**src/rtl/bridge_pulse_sequencer.sv**
```systemverilog
// bridge_pulse_sequencer
//   Sequencer for the H-bridge transmit pulse generator (Q2Q7/Q4Q5 driver).
//   Keeps the host-written timing word, echo period and echo count. On start
//   it snapshots them into shadow registers. It then loads the timing word
//   into the generator with two load strobes and gates the generator run
//   enable once per echo, for the programmed number of echoes.
//
//   Ports
//     clk, reset     system clock, asynchronous active-low reset
//     cfg_we/addr/   host config write (0=timing word, 1=period, 2=count,
//     cfg_data       3=reserved); accepted only while idle
//     start, abort   one-cycle run request / abort request (abort wins)
//     pulse_datain   timing word to the generator (shadow copy while busy)
//     pulse_load     generator load strobe
//     pulse_en       generator run enable (1 = run)
//     busy, done     run status to the acquisition controller
//     echo_idx       0-based index of the current echo
//     cfg_err        sticky flag: a start was rejected for invalid config
//     phase_sel      (BRIDGE_PHASE_ALT_EN only) leg-swap select, 0,1,0,...
//
//   Optional feature macro: BRIDGE_PHASE_ALT_EN adds the phase_sel output.

module bridge_pulse_sequencer #(
   parameter int CNT_W = 16,
   parameter int NUM_W = 12
) (
   input  logic             clk,
   input  logic             reset,
   input  logic             cfg_we,
   input  logic [1:0]       cfg_addr,
   input  logic [15:0]      cfg_data,
   input  logic             start,
   input  logic             abort,
   output logic [15:0]      pulse_datain,
   output logic             pulse_load,
   output logic             pulse_en,
   output logic             busy,
   output logic             done,
   output logic [NUM_W-1:0] echo_idx,
   output logic             cfg_err
`ifdef BRIDGE_PHASE_ALT_EN
   ,
   output logic             phase_sel
`endif
);

   typedef enum logic [2:0] {
      S_IDLE,
      S_LOAD,
      S_ARM,
      S_FIRE,
      S_GAP,
      S_DONE
   } state_t;

   state_t state, state_nxt;

   logic [15:0]      word_reg, word_sh;
   logic [CNT_W-1:0] period_reg, period_sh;
   logic [NUM_W-1:0] count_reg, count_sh;
   logic [CNT_W-1:0] cnt;

   // Start validation works on the live config registers.
   logic [3:0]       w1;
   logic [5:0]       w2, w3;
   logic [6:0]       fire_len;
   logic [CNT_W-1:0] min_period;
   logic             cfg_valid;
   logic             start_req;
   logic             accept;

   // Run timing works on the shadow registers.
   logic [CNT_W-1:0] fire_last;
   logic [CNT_W-1:0] period_last;
   logic [NUM_W-1:0] count_last;
   logic             period_end;
   logic             last_echo;

   // Bits of cfg_data above the period/count widths are intentionally unused.
   logic             unused_cfg_bits;

   assign unused_cfg_bits = ^cfg_data;

   assign w1         = word_reg[3:0];
   assign w2         = word_reg[9:4];
   assign w3         = word_reg[15:10];
   assign fire_len   = {1'b0, w3} + 7'd2;
   assign min_period = CNT_W'(fire_len) + CNT_W'(2);
   assign cfg_valid  = (w1 != 4'd0) && ({2'b00, w1} < w2) && (w2 < w3) &&
                       (count_reg != '0) && (period_reg >= min_period);

   // A start arriving together with abort is dropped entirely.
   assign start_req  = start && !abort && (state == S_IDLE);
   assign accept     = start_req && cfg_valid;

   // The counter starts at 0 on the first FIRE cycle, so FIRE ends at w3+1.
   assign fire_last   = CNT_W'({1'b0, word_sh[15:10]} + 7'd1);
   assign period_last = period_sh - CNT_W'(1);
   assign count_last  = count_sh - NUM_W'(1);
   assign period_end  = (cnt == period_last);
   assign last_echo   = (echo_idx == count_last);

   // State register
   always_ff @(posedge clk or negedge reset) begin
      if (!reset) begin
         state <= S_IDLE;
      end else begin
         state <= state_nxt;
      end
   end

   // Next-state logic
   always_comb begin
      state_nxt = state;
      if (abort) begin
         state_nxt = S_IDLE;
      end else begin
         unique case (state)
            S_IDLE: if (accept) state_nxt = S_LOAD;
            S_LOAD: if (cnt[1:0] == 2'd3) state_nxt = S_ARM;
            S_ARM:  state_nxt = S_FIRE;
            S_FIRE: if (cnt == fire_last) state_nxt = S_GAP;
            S_GAP:  if (period_end) state_nxt = last_echo ? S_DONE : S_FIRE;
            S_DONE: state_nxt = S_IDLE;
            default: state_nxt = S_IDLE;
         endcase
      end
   end

   // Outputs decoded from the registered state
   always_comb begin
      busy         = (state != S_IDLE);
      done         = (state == S_DONE);
      pulse_en     = (state == S_FIRE);
      // Load strobe in the 1st and 3rd LOAD cycles: the generator latches
      // the timing word through two register stages.
      pulse_load   = (state == S_LOAD) && !cnt[0];
      pulse_datain = (state != S_IDLE) ? word_sh : 16'h0000;
   end

   // Config, shadow and status registers
   always_ff @(posedge clk or negedge reset) begin
      if (!reset) begin
         word_reg   <= '0;
         period_reg <= '0;
         count_reg  <= '0;
         word_sh    <= '0;
         period_sh  <= '0;
         count_sh   <= '0;
         echo_idx   <= '0;
         cfg_err    <= 1'b0;
      end else begin
         if (cfg_we && (state == S_IDLE)) begin
            unique case (cfg_addr)
               2'd0:    word_reg   <= cfg_data;
               2'd1:    period_reg <= cfg_data[CNT_W-1:0];
               2'd2:    count_reg  <= cfg_data[NUM_W-1:0];
               default: ;
            endcase
         end

         if (start_req && !cfg_valid) begin
            cfg_err <= 1'b1;
         end else if (cfg_we || accept) begin
            cfg_err <= 1'b0;
         end

         if (accept) begin
            word_sh   <= word_reg;
            period_sh <= period_reg;
            count_sh  <= count_reg;
            echo_idx  <= '0;
         end else if (!abort && (state == S_GAP) && period_end && !last_echo) begin
            echo_idx  <= echo_idx + NUM_W'(1);
         end
      end
   end

   // Shared counter: LOAD cycle index, then period position within each echo.
   always_ff @(posedge clk or negedge reset) begin
      if (!reset) begin
         cnt <= '0;
      end else begin
         unique case (state)
            S_LOAD:  cnt <= cnt + CNT_W'(1);
            S_FIRE:  cnt <= cnt + CNT_W'(1);
            S_GAP:   cnt <= period_end ? '0 : cnt + CNT_W'(1);
            default: cnt <= '0;
         endcase
      end
   end

`ifdef BRIDGE_PHASE_ALT_EN
   // Toggles only on FIRE->GAP, so it never changes while pulse_en is high.
   always_ff @(posedge clk or negedge reset) begin
      if (!reset) begin
         phase_sel <= 1'b0;
      end else if (state_nxt == S_IDLE) begin
         phase_sel <= 1'b0;
      end else if ((state == S_FIRE) && (state_nxt == S_GAP)) begin
         phase_sel <= ~phase_sel;
      end
   end
`endif

endmodule

```
**config.mk**
```make
export PLATFORM = sky130hd
export DESIGN_NAME = bridge_pulse_sequencer
export DESIGN_NICKNAME = d
export VERILOG_FILES = /design/src/rtl/bridge_pulse_sequencer.sv
export SDC_FILE = /design/constraint.sdc
export NUM_CORES = 1
export LEC_CHECK = 0
export CAP_MARGIN = 25
export CORE_ASPECT_RATIO = 0.9
export CORE_UTILIZATION = 40
export CTS_CLUSTER_DIAMETER = 60
export DETAILED_ROUTE_END_ITERATION = 7
export HOLD_SLACK_MARGIN = 0.1
export PLACE_DENSITY = 0.68
export SYNTH_ARGS = -nofsm -noshare
export SYNTH_HDL_FRONTEND = slang
export SYNTH_SLANG_ARGS = --single-unit
```
**constraint.sdc**
```tcl
create_clock -name clk -period 3 [get_ports clk]
set_clock_uncertainty 0.1 [all_clocks]
set_input_delay 0.6 -clock clk [delete_from_list [all_inputs] [get_ports clk]]
set_output_delay 0.6 -clock clk [all_outputs]
set_load 0.005 [all_outputs]
```
# == Word level (Yosys, flattened, before mapping) ==
# Cells that the tools add are included.
# classes
add_sub_neg,7
n_lt_le_gt_ge,3
eq_ne,15
mux,14
reduce_logical,30
# op_table
operator,count
16-bit 2-to-1 mux,2
16-bit one-hot mux with 2 select lines,1
12-bit 2-to-1 mux,2
3-bit 2-to-1 mux,6
"16-bit by 1-bit adder with 16-bit output, second input constant",1
16-bit equality test,1
16-bit by 7-bit equality test with 1-bit output,1
16-bit by 8-bit greater-or-equal comparator with 1-bit output,1
"16-bit by 1-bit subtractor with 16-bit output, second input constant",1
3-bit one-hot mux with 5 select lines,1
1-bit logical AND,13
"12-bit by 1-bit adder with 12-bit output, second input constant",1
12-bit equality test,1
12-bit nonzero test,1
"12-bit by 1-bit subtractor with 12-bit output, second input constant",1
"3-bit != test, second input constant",3
"7-bit by 2-bit adder with 8-bit output, second input constant",1
"6-bit by 1-bit adder with 7-bit output, second input constant",1
"6-bit by 2-bit adder with 7-bit output, second input constant",1
"3-bit by 2-bit equality test with 1-bit output, second input constant",2
"3-bit equality test, second input constant",2
4-bit by 6-bit less-than comparator with 1-bit output,1
6-bit less-than comparator,1
2-bit AND reduction,3
other kinds (14),20
# totals
regBits,120
input_bits,23
output_inout_bits,33
wordCells,79

# == Logic depth before layout (Yosys ltp) ==
# depth
word_depth,9
ltp_mapped,12

# == Worst setup path after synthesis ==
# OpenSTA, ideal clock, no wires.
# synth_timing
path_type,register to register
from,register period_sh[2]
to,register echo_idx[10]
setup_ns,0.078
arrival_time_ns,2.969
t_required_ns,2.822
slack_ns,-0.147
path_stages_with_launch,10
cell_sequence,dfrtp_1 -> buf_6 -> or4_4 -> or4_4 -> nor2_1 -> and3b_1 -> nor4_4 -> nand3_2 -> or4_1 -> a21oi_1
# synth_via
elab_chain_len,5
# synth_lines
item,line,source
start: declaration,59,"logic [CNT_W-1:0] period_reg, period_sh;"
start signal: assignment,170,period_sh <= period_reg;
16-bit by 1-bit subtractor with 16-bit output,98,assign period_last = period_sh - CNT_W'(1);
16-bit equality test,100,assign period_end = (cnt == period_last);
1-bit logical AND (2 in a row),173,end else if (!abort && (state == S_GAP) && period_end && !last_echo) begin
2-bit nonzero test (no source line),--,
end signal: assignment,174,echo_idx <= echo_idx + NUM_W'(1);
end: declaration,39,"output logic [NUM_W-1:0] echo_idx,"
# Every way passes these cells.
# A chain may end at the register's enable or synchronous reset.

# == Worst setup path in the final report ==
# layout_timing
from,register period_sh[2]
to,register echo_idx[9]
# The elaborated chain is that of the path after synthesis.

==> flow_summary.json <==
{
  "syn_area_per_cell_sq_um": 9.61,
  "synth_edf_count": 0,
  "viasPerCell": 5.35,
  "ir_drop_mv": 0.564,
  "wl_met3_um": 699,
  "ios": 56,
  "seq_power_share": 0.346,
  "setup_viol": 8,
  "ys.flop_type": "dfrtp_1",
  "grt_pass1_vias": 5117,
  "clockBufferDepth": 2,
  "yosysUniqueCellTypes": 59,
  "first_pass_iters": 5,
  "maxCapViolations": 0,
  "min_period_over_period": 1.03,
  "synthCells": 682,
  "worst_slack_ns": -0.0930,
  "dieArea_sq_um": 16900,
  "leakagePower_nw": 3.67,
  "ant_nets": 0,
  "synth-simple-area-share": 0.225,
  "comb_power_share": 0.336,
  "dp_hpwl_um": 11800,
  "start_kind": "register",
  "relSlewSlack": 0.570,
  "h-tree-depth": 4,
  "synthArstFlopShare": 1.00,
  "critPathKind": "reg2reg",
  "ctsHoldBuffers": 0,
  "num_rows": 44,
  "gp_congestion": 0.802,
  "synth_fa_ha_area_frac": 0.0401,
  "top_layer_used": "met4",
  "crit_arrival_ns": 3.33,
  "vias": 5376,
  "die_h_um": 123,
  "violations": "setup timing",
  "power_frac_clock": 0.317,
  "synth_xor_area_frac": 0.0708,
  "grt_max_degree": 45,
  "cp_max_fo": 8,
  "numCtsBuffers": 17,
  "max_slew.worst_pin.slew_ns": 0.642,
  "switching_power_w": 0.00241,
  "muxShareOfSynthArea": 0.0821,
  "wl_met1_um": 8200,
  "cts_tree": "yes",
  "p_int_w": 0.00483,
  "netlist_area_sq_um": 6560,
  "grt_pass1_wl_um": 26800,
  "io_buffers": 55,
  "swShare": 0.333,
  "post_drt_wl_per_cell_um": 16.2,
  "crit_path_end_kind": "register",
  "rsz0062_at_grt": "yes",
  "nets": 828,
  "coreArea_sq_um": 16100,
  "synth-seq-cells": 120,
  "hold_viol": 0,
  "syn-num-nets": 726,
  "drive_above_1_share": 0.203,
  "antennaDiodeCount": 0,
  "cts.reportedPaths.clkPinSlew_ns": 0.06,
  "status": "finished, violations left",
  "power_density_nw_per_um2": 852,
  "clockRootBuffer": "clkbuf_16",
  "hold_path.class": "in2async",
  "tns_ns": -0.377,
  "remaining_drc_errors": 0,
  "ys_seq_area_frac": 0.458,
  "synth_top_family_by_area": "simple AND/OR/NAND/NOR gates",
  "rr_worst_depth": 10,
  "wl_um": 16300,
  "drv_slew": 0,
  "min_period_ns": 3.09,
  "yosysWarnings": 0,
  "track_usage": 0.208,
  "clkSinkCount": 120,
  "clk_latency_ns": 0.41,
  "synth_compound_area_frac": 0.0916,
  "die-width_um": 137,
  "met2_wirelength_um": 7170,
  "critPathRequiredTime_ns": 3.24,
  "fmax_mhz": 323,
  "area_delta_synth_final_pct": 29.6,
  "antenna_found_initial": 0,
  "initialDrtViolationCount": 406,
  "start_util": 0.408,
  "grt_overflow": 0,
  "timing.hold.ws_ns": 0.0868
}
-- cells in the mapped netlist, types with 3 or more instances --
master / instances / area [sq um]
o311ai_0: 4 / 35.0
o31ai_1: 3 / 22.5
nand4b_1: 3 / 26.3
nand4_1: 8 / 50.1
nor3_1: 16 / 80.1
nor2b_1: 23 / 144
or3_1: 9 / 56.3
nor3b_1: 3 / 22.5
o21ai_0: 34 / 170
nand2_1: 113 / 424
clkbuf_1: 26 / 97.6
or4_1: 7 / 52.6
nand2b_1: 4 / 25.0
a21oi_1: 17 / 85.1
and3b_1: 5 / 43.8
dfrtp_1: 120 / 3000
nor2_1: 43 / 161
mux2_2: 46 / 518
xnor2_1: 31 / 272
xor2_1: 22 / 193
inv_1: 21 / 78.8
ha_1: 21 / 263
nand3b_1: 4 / 30.0
a21o_1: 3 / 22.5
a211oi_1: 3 / 22.5
and3_1: 5 / 31.3
nand3_1: 22 / 110
nor4_1: 17 / 106
o211ai_1: 4 / 30.0
o221ai_1: 3 / 26.3
-- worst max-delay path: stages, from the launching register on --
cell	delay, ns
dfrtp_1	0.37
or4_4	0.54
buf_6	0.14
o21a_1	0.18
nor4_2	0.30
o221ai_2	0.16
nor4_4	0.39
nand3_4	0.19
buf_6	0.17
or3_4	0.36
a21oi_2	0.13
-- layer usage --
| layer | vias up | track usage |
|---|---|---|
| met4 | 0 | 0.0563 |
| met1 | 2593 | 0.304 |
| met3 | 20 | 0.0476 |
| li1 | 2617 | - |
| met5 | - | 0 |
| met2 | 146 | 0.309 |
-- cell usage in the layout (no fill, tap or decap), types with 5 or more instances in the layout --
| cell type | n |
|---|---|
| buf_4 | 51 |
| nand3_1 | 22 |
| xor2_1 | 22 |
| and3_1 | 5 |
| xnor2_1 | 31 |
| dfrtp_1 | 120 |
| nor4_1 | 15 |
| nand2_1 | 113 |
| nor2b_1 | 23 |
| ha_1 | 21 |
| nand4_1 | 8 |
| inv_1 | 21 |
| mux2_2 | 46 |
| nor3_1 | 14 |
| a21oi_1 | 14 |
| o21ai_0 | 32 |
| buf_6 | 8 |
| nor2_1 | 41 |
| clkdlybuf4s50_1 | 54 |
| or4_1 | 6 |
| or3_1 | 7 |
| clkbuf_16 | 17 |
| bufinv_16 | 5 |
-- path summary, 6_finish.rpt --
| path | from | endpoint | slack, ns |
|---|---|---|---|
| max reg2reg | period_sh[2]$_DFFE_PN0N_ | echo_idx[9]$_DFFE_PN0P_ | -0.09 |
| min in group clk | count_reg[11]$_DFFE_PN0P_ | count_sh[11]$_DFFE_PN0N_ | 0.39 |
| max | period_sh[2]$_DFFE_PN0N_ | echo_idx[9]$_DFFE_PN0P_ | -0.09 |
| max in group asynchronous | reset | period_sh[4]$_DFFE_PN0N_ | 2.03 |
| min reg2reg | count_reg[11]$_DFFE_PN0P_ | count_sh[11]$_DFFE_PN0N_ | 0.39 |
| min | reset | word_reg[2]$_DFFE_PN0P_ | 0.09 |
-- cell type report --
class	count	area, sq um
Clock buffer	20	457
Clock inverter	12	211
Fill cell	1406	7580
Inverter	22	82.6
Multi-Input combinational cell	509	3450
Sequential cell	120	3000
Tap cell	207	259
Timing Repair Buffer	114	1030
-- cell families after synthesis --
group           Yosys count
fa+ha+maj                21
flops                   120
buf+inv                  53
xor+xnor                 53
compound gates           93
simple gates            294
mux                      48
-- repair_timing --
| item | in CTS | in global routing |
|---|---|---|
| gates resized for setup | 12 | 21 |
| pin swaps | 17 | 8 |
| gates cloned | 0 | 1 |
| setup endpoints to repair | 7 | 75 |
| setup buffers | 4 | 4 |
-- metrics by stage --
stage / std cells / util / worst slack (ns) / total power (W) / area (sq um)
after floorplan: 682 / - / 0.00715 / 0.00397 / 6560
after global placement: 964 / 0.476 / -0.0486 / 0.00477 / 7650
after detailed placement: 964 / 0.476 / -0.128 / 0.00482 / 7650
after CTS: 1000 / 0.522 / -0.0775 / 0.00718 / 8390
after global routing: 1004 / 0.529 / -0.228 / 0.00770 / 8500
final: 1004 / 0.529 / -0.0930 / 0.00724 / 8500
-- power by group through the flow --
stage                     sequential (W)  clock [W]  combinational, W
after floorplan                  0.00240          0           0.00158
after global placement           0.00251          0           0.00226
after detailed placement         0.00252          0           0.00230
after CTS                        0.00250    0.00233           0.00235
after global routing             0.00257    0.00241           0.00272
final                            0.00251    0.00230           0.00244
No activity file was read; power rests on OpenSTA's default activity.
